**src/rtl/instruction_fetch_unit.sv**
```systemverilog
// Fetch stage: holds PC/nPC, reads one instruction word per fetch_go via the RAM/MFC handshake, loads the IR.
// Latency 3+ cycles from fetch_go to IR_Enable; fetch_go is ignored while busy; FAULT is left only by Clr.
module instruction_fetch_unit #(
   parameter logic [31:0] RESET_PC     = 32'h0000_0000,
   parameter int unsigned MFC_TIMEOUT  = 15,
   parameter logic [5:0]  LOAD_WORD_OP = 6'b000000
) (
   input  logic        Clk,
   input  logic        Clr,
   input  logic        fetch_go,
   input  logic        redirect,
   input  logic [31:0] redirect_addr,
   input  logic [31:0] RAM_DataOut,
   input  logic        MFC,
   output logic [31:0] RAM_Address,
   output logic        RAM_enable,
   output logic [5:0]  RAM_OpCode,
   output logic [31:0] IR_In,
   output logic        IR_Enable,
   output logic [31:0] PC_out,
   output logic [31:0] nPC_out,
   output logic        busy,
   output logic        fetch_fault,
   output logic [1:0]  fault_code
);

   localparam logic [2:0] S_IDLE  = 3'd0;
   localparam logic [2:0] S_REQ   = 3'd1;
   localparam logic [2:0] S_WAIT  = 3'd2;
   localparam logic [2:0] S_LOAD  = 3'd3;
   localparam logic [2:0] S_FAULT = 3'd4;

   localparam logic [7:0] TMO = 8'(MFC_TIMEOUT);

   logic [2:0]  r_state;
   logic [31:0] r_pc;
   logic [31:0] r_npc;
   logic [31:0] r_tgt;
   logic        r_pend;
   logic [7:0]  r_cnt;
   logic [31:0] r_ir;
   logic        r_ir_en;
   logic        r_ram_en;
   logic [5:0]  r_opcode;
   logic        r_fault;
   logic [1:0]  r_code;

   logic [7:0]  w_cnt_nxt;
   logic [31:0] w_npc_adv;

   assign w_cnt_nxt = r_cnt + 8'd1;

   // A redirect arriving in the LOAD cycle itself wins over any older pending target.
   assign w_npc_adv = redirect ? redirect_addr :
                      r_pend   ? r_tgt         :
                                 r_npc + 32'd4;

   always_ff @(posedge Clk) begin
      if (!Clr) begin
         r_state  <= S_IDLE;
         r_pc     <= RESET_PC;
         r_npc    <= RESET_PC + 32'd4;
         r_tgt    <= 32'd0;
         r_pend   <= 1'b0;
         r_cnt    <= 8'd0;
         r_ir     <= 32'd0;
         r_ir_en  <= 1'b0;
         r_ram_en <= 1'b0;
         r_opcode <= 6'd0;
         r_fault  <= 1'b0;
         r_code   <= 2'b00;
      end else begin
         r_ir_en <= 1'b0;
         case (r_state)
            S_IDLE: begin
               if (fetch_go) begin
                  if (r_pc[1:0] != 2'b00) begin
                     r_state <= S_FAULT;
                     r_fault <= 1'b1;
                     r_code  <= 2'b01;
                  end else begin
                     r_state <= S_REQ;
                  end
               end
            end
            S_REQ: begin
               r_cnt    <= 8'd0;
               r_ram_en <= 1'b1;
               r_opcode <= LOAD_WORD_OP;
               r_state  <= S_WAIT;
            end
            S_WAIT: begin
               if (MFC) begin
                  r_ir     <= RAM_DataOut;
                  r_ram_en <= 1'b0;
                  r_opcode <= 6'd0;
                  r_state  <= S_LOAD;
               end else if (w_cnt_nxt == TMO) begin
                  r_ram_en <= 1'b0;
                  r_opcode <= 6'd0;
                  r_fault  <= 1'b1;
                  r_code   <= 2'b10;
                  r_state  <= S_FAULT;
               end else begin
                  r_cnt <= w_cnt_nxt;
               end
            end
            S_LOAD: begin
               r_ir_en <= 1'b1;
               r_pc    <= r_npc;
               r_npc   <= w_npc_adv;
               r_state <= S_IDLE;
            end
            S_FAULT: begin
               r_state <= S_FAULT;
            end
            default: begin
               r_state <= S_IDLE;
            end
         endcase

         if (r_state == S_LOAD) begin
            r_pend <= 1'b0;
         end else if (redirect && (r_state != S_FAULT)) begin
            r_pend <= 1'b1;
            r_tgt  <= redirect_addr;
         end
      end
   end

   assign RAM_Address = r_pc;
   assign RAM_enable  = r_ram_en;
   assign RAM_OpCode  = r_opcode;
   assign IR_In       = r_ir;
   assign IR_Enable   = r_ir_en;
   assign PC_out      = r_pc;
   assign nPC_out     = r_npc;
   assign busy        = (r_state != S_IDLE);
   assign fetch_fault = r_fault;
   assign fault_code  = r_code;

endmodule
```
**config.mk**
```make
export PLATFORM = sky130hd
export DESIGN_NAME = instruction_fetch_unit
export DESIGN_NICKNAME = d
export VERILOG_FILES = /design/src/rtl/instruction_fetch_unit.sv
export SDC_FILE = /design/constraint.sdc
export NUM_CORES = 1
export LEC_CHECK = 0
export ABC_AREA = 1
export BUFFER_PORTS_ARGS = -buffer_cell sky130_fd_sc_hd__buf_2
export CAP_MARGIN = 20
export CORE_ASPECT_RATIO = 1.2
export CORE_MARGIN = 5
export CORE_UTILIZATION = 52
export DETAILED_ROUTE_END_ITERATION = 8
export PLACE_DENSITY = 0.81
export SLEW_MARGIN = 15
export SYNTH_ARGS = -nofsm -noshare
export SYNTH_HDL_FRONTEND = slang
export SYNTH_SLANG_ARGS = --single-unit
```
**constraint.sdc**
```tcl
create_clock -name Clk -period 1.9 [get_ports Clk]
set_input_delay 0.095 -clock Clk [delete_from_list [all_inputs] [get_ports Clk]]
set_output_delay 0.095 -clock Clk [all_outputs]
set_load 0.05 [all_outputs]
```
==> flow_metrics.env <==
export IMPL_status="completed"
export IMPL_final_cell_area_mm2=0.00897
export IMPL_vias=7416
export IMPL_cts_root_buf="clkbuf_16"
export IMPL_finalCriticalPeriod_ns=1.82
export IMPL_start_util_pct=52.4
export IMPL_r2r_cells=11
export IMPL_grt_pass1_vias=6962
export IMPL_worst_slew_pin_slew_ns=0.779
export IMPL_critPathKind="register to register"
export IMPL_hpwlAfterDp_um=13800
export IMPL_critical_path_startpoint="nPC_out[24]"
export IMPL_synth_avg_cell_area_um2=6.82
export IMPL_synth_enable_flop_cells=0
export IMPL_dieWidth_um=115
export IMPL_fmax_ghz=0.550
export IMPL_drt_iter0_drc=571
export IMPL_cts_tree="built"
export IMPL_async_reset_ff_share_pct=0
export IMPL_diodes=0
export IMPL_gp_congestion=0.967
export IMPL_layout_common_cells="202 x buf_2, 193 x nand2_1, 151 x nor2_1, 141 x o21ai_0, 139 x dfxtp_1"
export IMPL_drc=0
export IMPL_final_antenna_net_count=0
export IMPL_fin_tns_setup_ns=0
export IMPL_antenna_found_initial=0
export IMPL_ios=209
export IMPL_multiInputGateArea_mm2=0.00315
export IMPL_grt_overflow_total=0
export IMPL_cap_viol_max_count=0
export IMPL_r2r_end="nPC_out[26]"
export IMPL_via_per_inst=5.31
export IMPL_port_buffers=202
export IMPL_ys_seq_area_share_pct=42.4
export IMPL_synth_ff_type="dfxtp_1"
export IMPL_crit_arrival_ns=2.12
export IMPL_clock_skew_ns=0.00796
export IMPL_fp_dieH_um=136
export IMPL_syn_cell_area_mm2=0.00684
export IMPL_first_pass_iters=5
export IMPL_rows=46
export IMPL_cp_required_ns=2.20
export IMPL_syn_to_final_growth_pct=31.1
export IMPL_drive_gt1_share_pct=23.4
export IMPL_cts_buffers=17
export IMPL_cts_setup_buffers=0
export IMPL_grt_pass1_wl_um=33300
export IMPL_crit_path_end_kind="register"
export IMPL_grtUsageTotal_pct=26.3
export IMPL_nFillCells=1041
export IMPL_slew_viol_final=0
export IMPL_yosysWarnings=0
export IMPL_rrSetupSlack_ns=0.08
export IMPL_finalHoldViolations=0
export IMPL_crit_path_end="nPC_out[26]"
export IMPL_post_route_period_util_pct=95.6
export IMPL_path_clk_slew_ns=0.06
export IMPL_die_area_mm2=0.0156
export IMPL_setup_violations=0
export IMPL_yosys_cell_types_count=37
export IMPL_irDropWorstVdd_mv=0.615
export IMPL_clkLatencyLatePin_ns=0.42
export IMPL_grt_max_degree=66
export IMPL_crit_fanout=6
export IMPL_mostFrequentLayoutCell="buf_2"
export IMPL_hold_class="input pin to register"
export IMPL_dpl_instance_area_mm2=0.00775
export IMPL_clock_sinks=145
export IMPL_relSlewSlack_pct=48.0
export IMPL_synthCells=1003
export IMPL_power_w=0.00881
export IMPL_wirelength_um=20900
export IMPL_drt_wirelength_per_cell_um=15.0
export IMPL_r2r_start="nPC_out[24]"
export IMPL_cts_max_path_buffers=2
export IMPL_start_kind="register"
export IMPL_ctsHtreeMaxLevel=4
export IMPL_rsz0062_at_grt="true"
export IMPL_register_area_mm2=0.00291
export IMPL_fin_nets=1288
export IMPL_core_area_mm2=0.0131
export IMPL_power_leakage_nw=4.09
export IMPL_powerDensity_mw_per_mm2=983
export IMPL_synth_seq_cells=145
worst min path at each step:
stage,startpoint,endpoint,depth (start not counted)
3_5_place_dp,RAM_DataOut[27],IR_In[27],3
6_report,redirect_addr[20],r_tgt[20],3
5_1_grt,redirect_addr[19],r_tgt[19],3
4_1_cts,redirect_addr[11],r_tgt[11],3
2_1_floorplan,RAM_DataOut[0],IR_In[0],2
3_3_place_gp,RAM_DataOut[13],IR_In[13],3
cell type report:
| type | instances | area share [%] |
|---|---|---|
| multi-input cells | 681 | 35.1 |
| flip-flops and latches | 145 | 32.5 |
| repair buffers | 276 | 19.3 |
| clock buffers | 19 | 4.94 |
| inverters | 95 | 3.98 |
| well taps | 168 | 2.34 |
| clock inverters | 13 | 1.80 |
where the power goes:
part / switching (W) / internal [W]
Clock: 0.00132 / 0.00210
Combinational: 0.00142 / 0.000535
Sequential: 0.000155 / 0.00329
timing repair:
action / 4_1_cts / 5_1_grt
resized for setup: 0 / 15
endpoints found under the hold margin: 62 / 0
setup endpoints to repair: 0 / 24
hold buffers: 57 / 0
worst max-delay path: stages (launching register included):
cell and delay, ns:
dfxtp_1 0.46, inv_1 0.17, nor3_1 0.30, nand2_1 0.11
nor2_1 0.16, nand2_1 0.10, nand2_1 0.07, nand2_1 0.05
nand2_1 0.07, nand2_1 0.05, nand2_1 0.07, o21ai_0 0.08
state kept, by name (all words and copies together), names as in the netlist, 2 cells and up:
register,count
PC_out,32
r_state,3
fault_code,2
r_cnt,8
nPC_out,32
r_tgt,32
IR_In,32
layer usage:
layer / part of all wire, % / vias to the layer above / global-route usage, %
met3: 10 / 83 / 7.24
met4: 3.3 / 0 / 10.7
li1: - / 3608 / -
met2: 48 / 429 / 44.6
met5: 0 / - / 0
met1: 39 / 3296 / 31.3
kinds of logic after synthesis:
kind of cell             Yosys count  share of synthesized area, %
AO/OA/AOI/OAI                    238                          18.0
flip-flops                       145                          42.4
buffers and inverters            182                          12.3
XOR/XNOR                           7                         0.896
AND/OR/NAND/NOR                  427                          25.8
adder cells (fa/ha/maj)            3                         0.549
other                              1                        0.0548
metrics by stage:
step	hold slack (ns)	worst slack [ns]	utilization (%)	instances
4_1_cts	0.00836	0.0652	68.3	1397
3_3_place_gp	0.315	0.106	59.3	1308
3_5_place_dp	0.325	0.0863	59.3	1308
5_1_grt	0.00629	-0.0248	68.6	1397
2_1_floorplan	0.230	0.0317	-	1008
6_report	0.00460	0.0829	68.6	1397
cell usage after synthesis (6+ instances only):
cell type | instances | area share (%)
buf_2 | 6 | 0.44
nand2_1 | 195 | 11
nor2_1 | 156 | 8.6
o22ai_1 | 6 | 0.55
nand3_1 | 37 | 2.7
a21oi_1 | 76 | 5.6
nor2_2 | 6 | 0.55
clkbuf_1 | 37 | 2.0
dfxtp_1 | 145 | 42
inv_1 | 90 | 4.9
nand4_1 | 7 | 0.64
o21ai_0 | 141 | 10
buf_4 | 38 | 4.2
nor3_1 | 13 | 0.95
xor2_1 | 6 | 0.77
(Power assumes the default switching activity.)
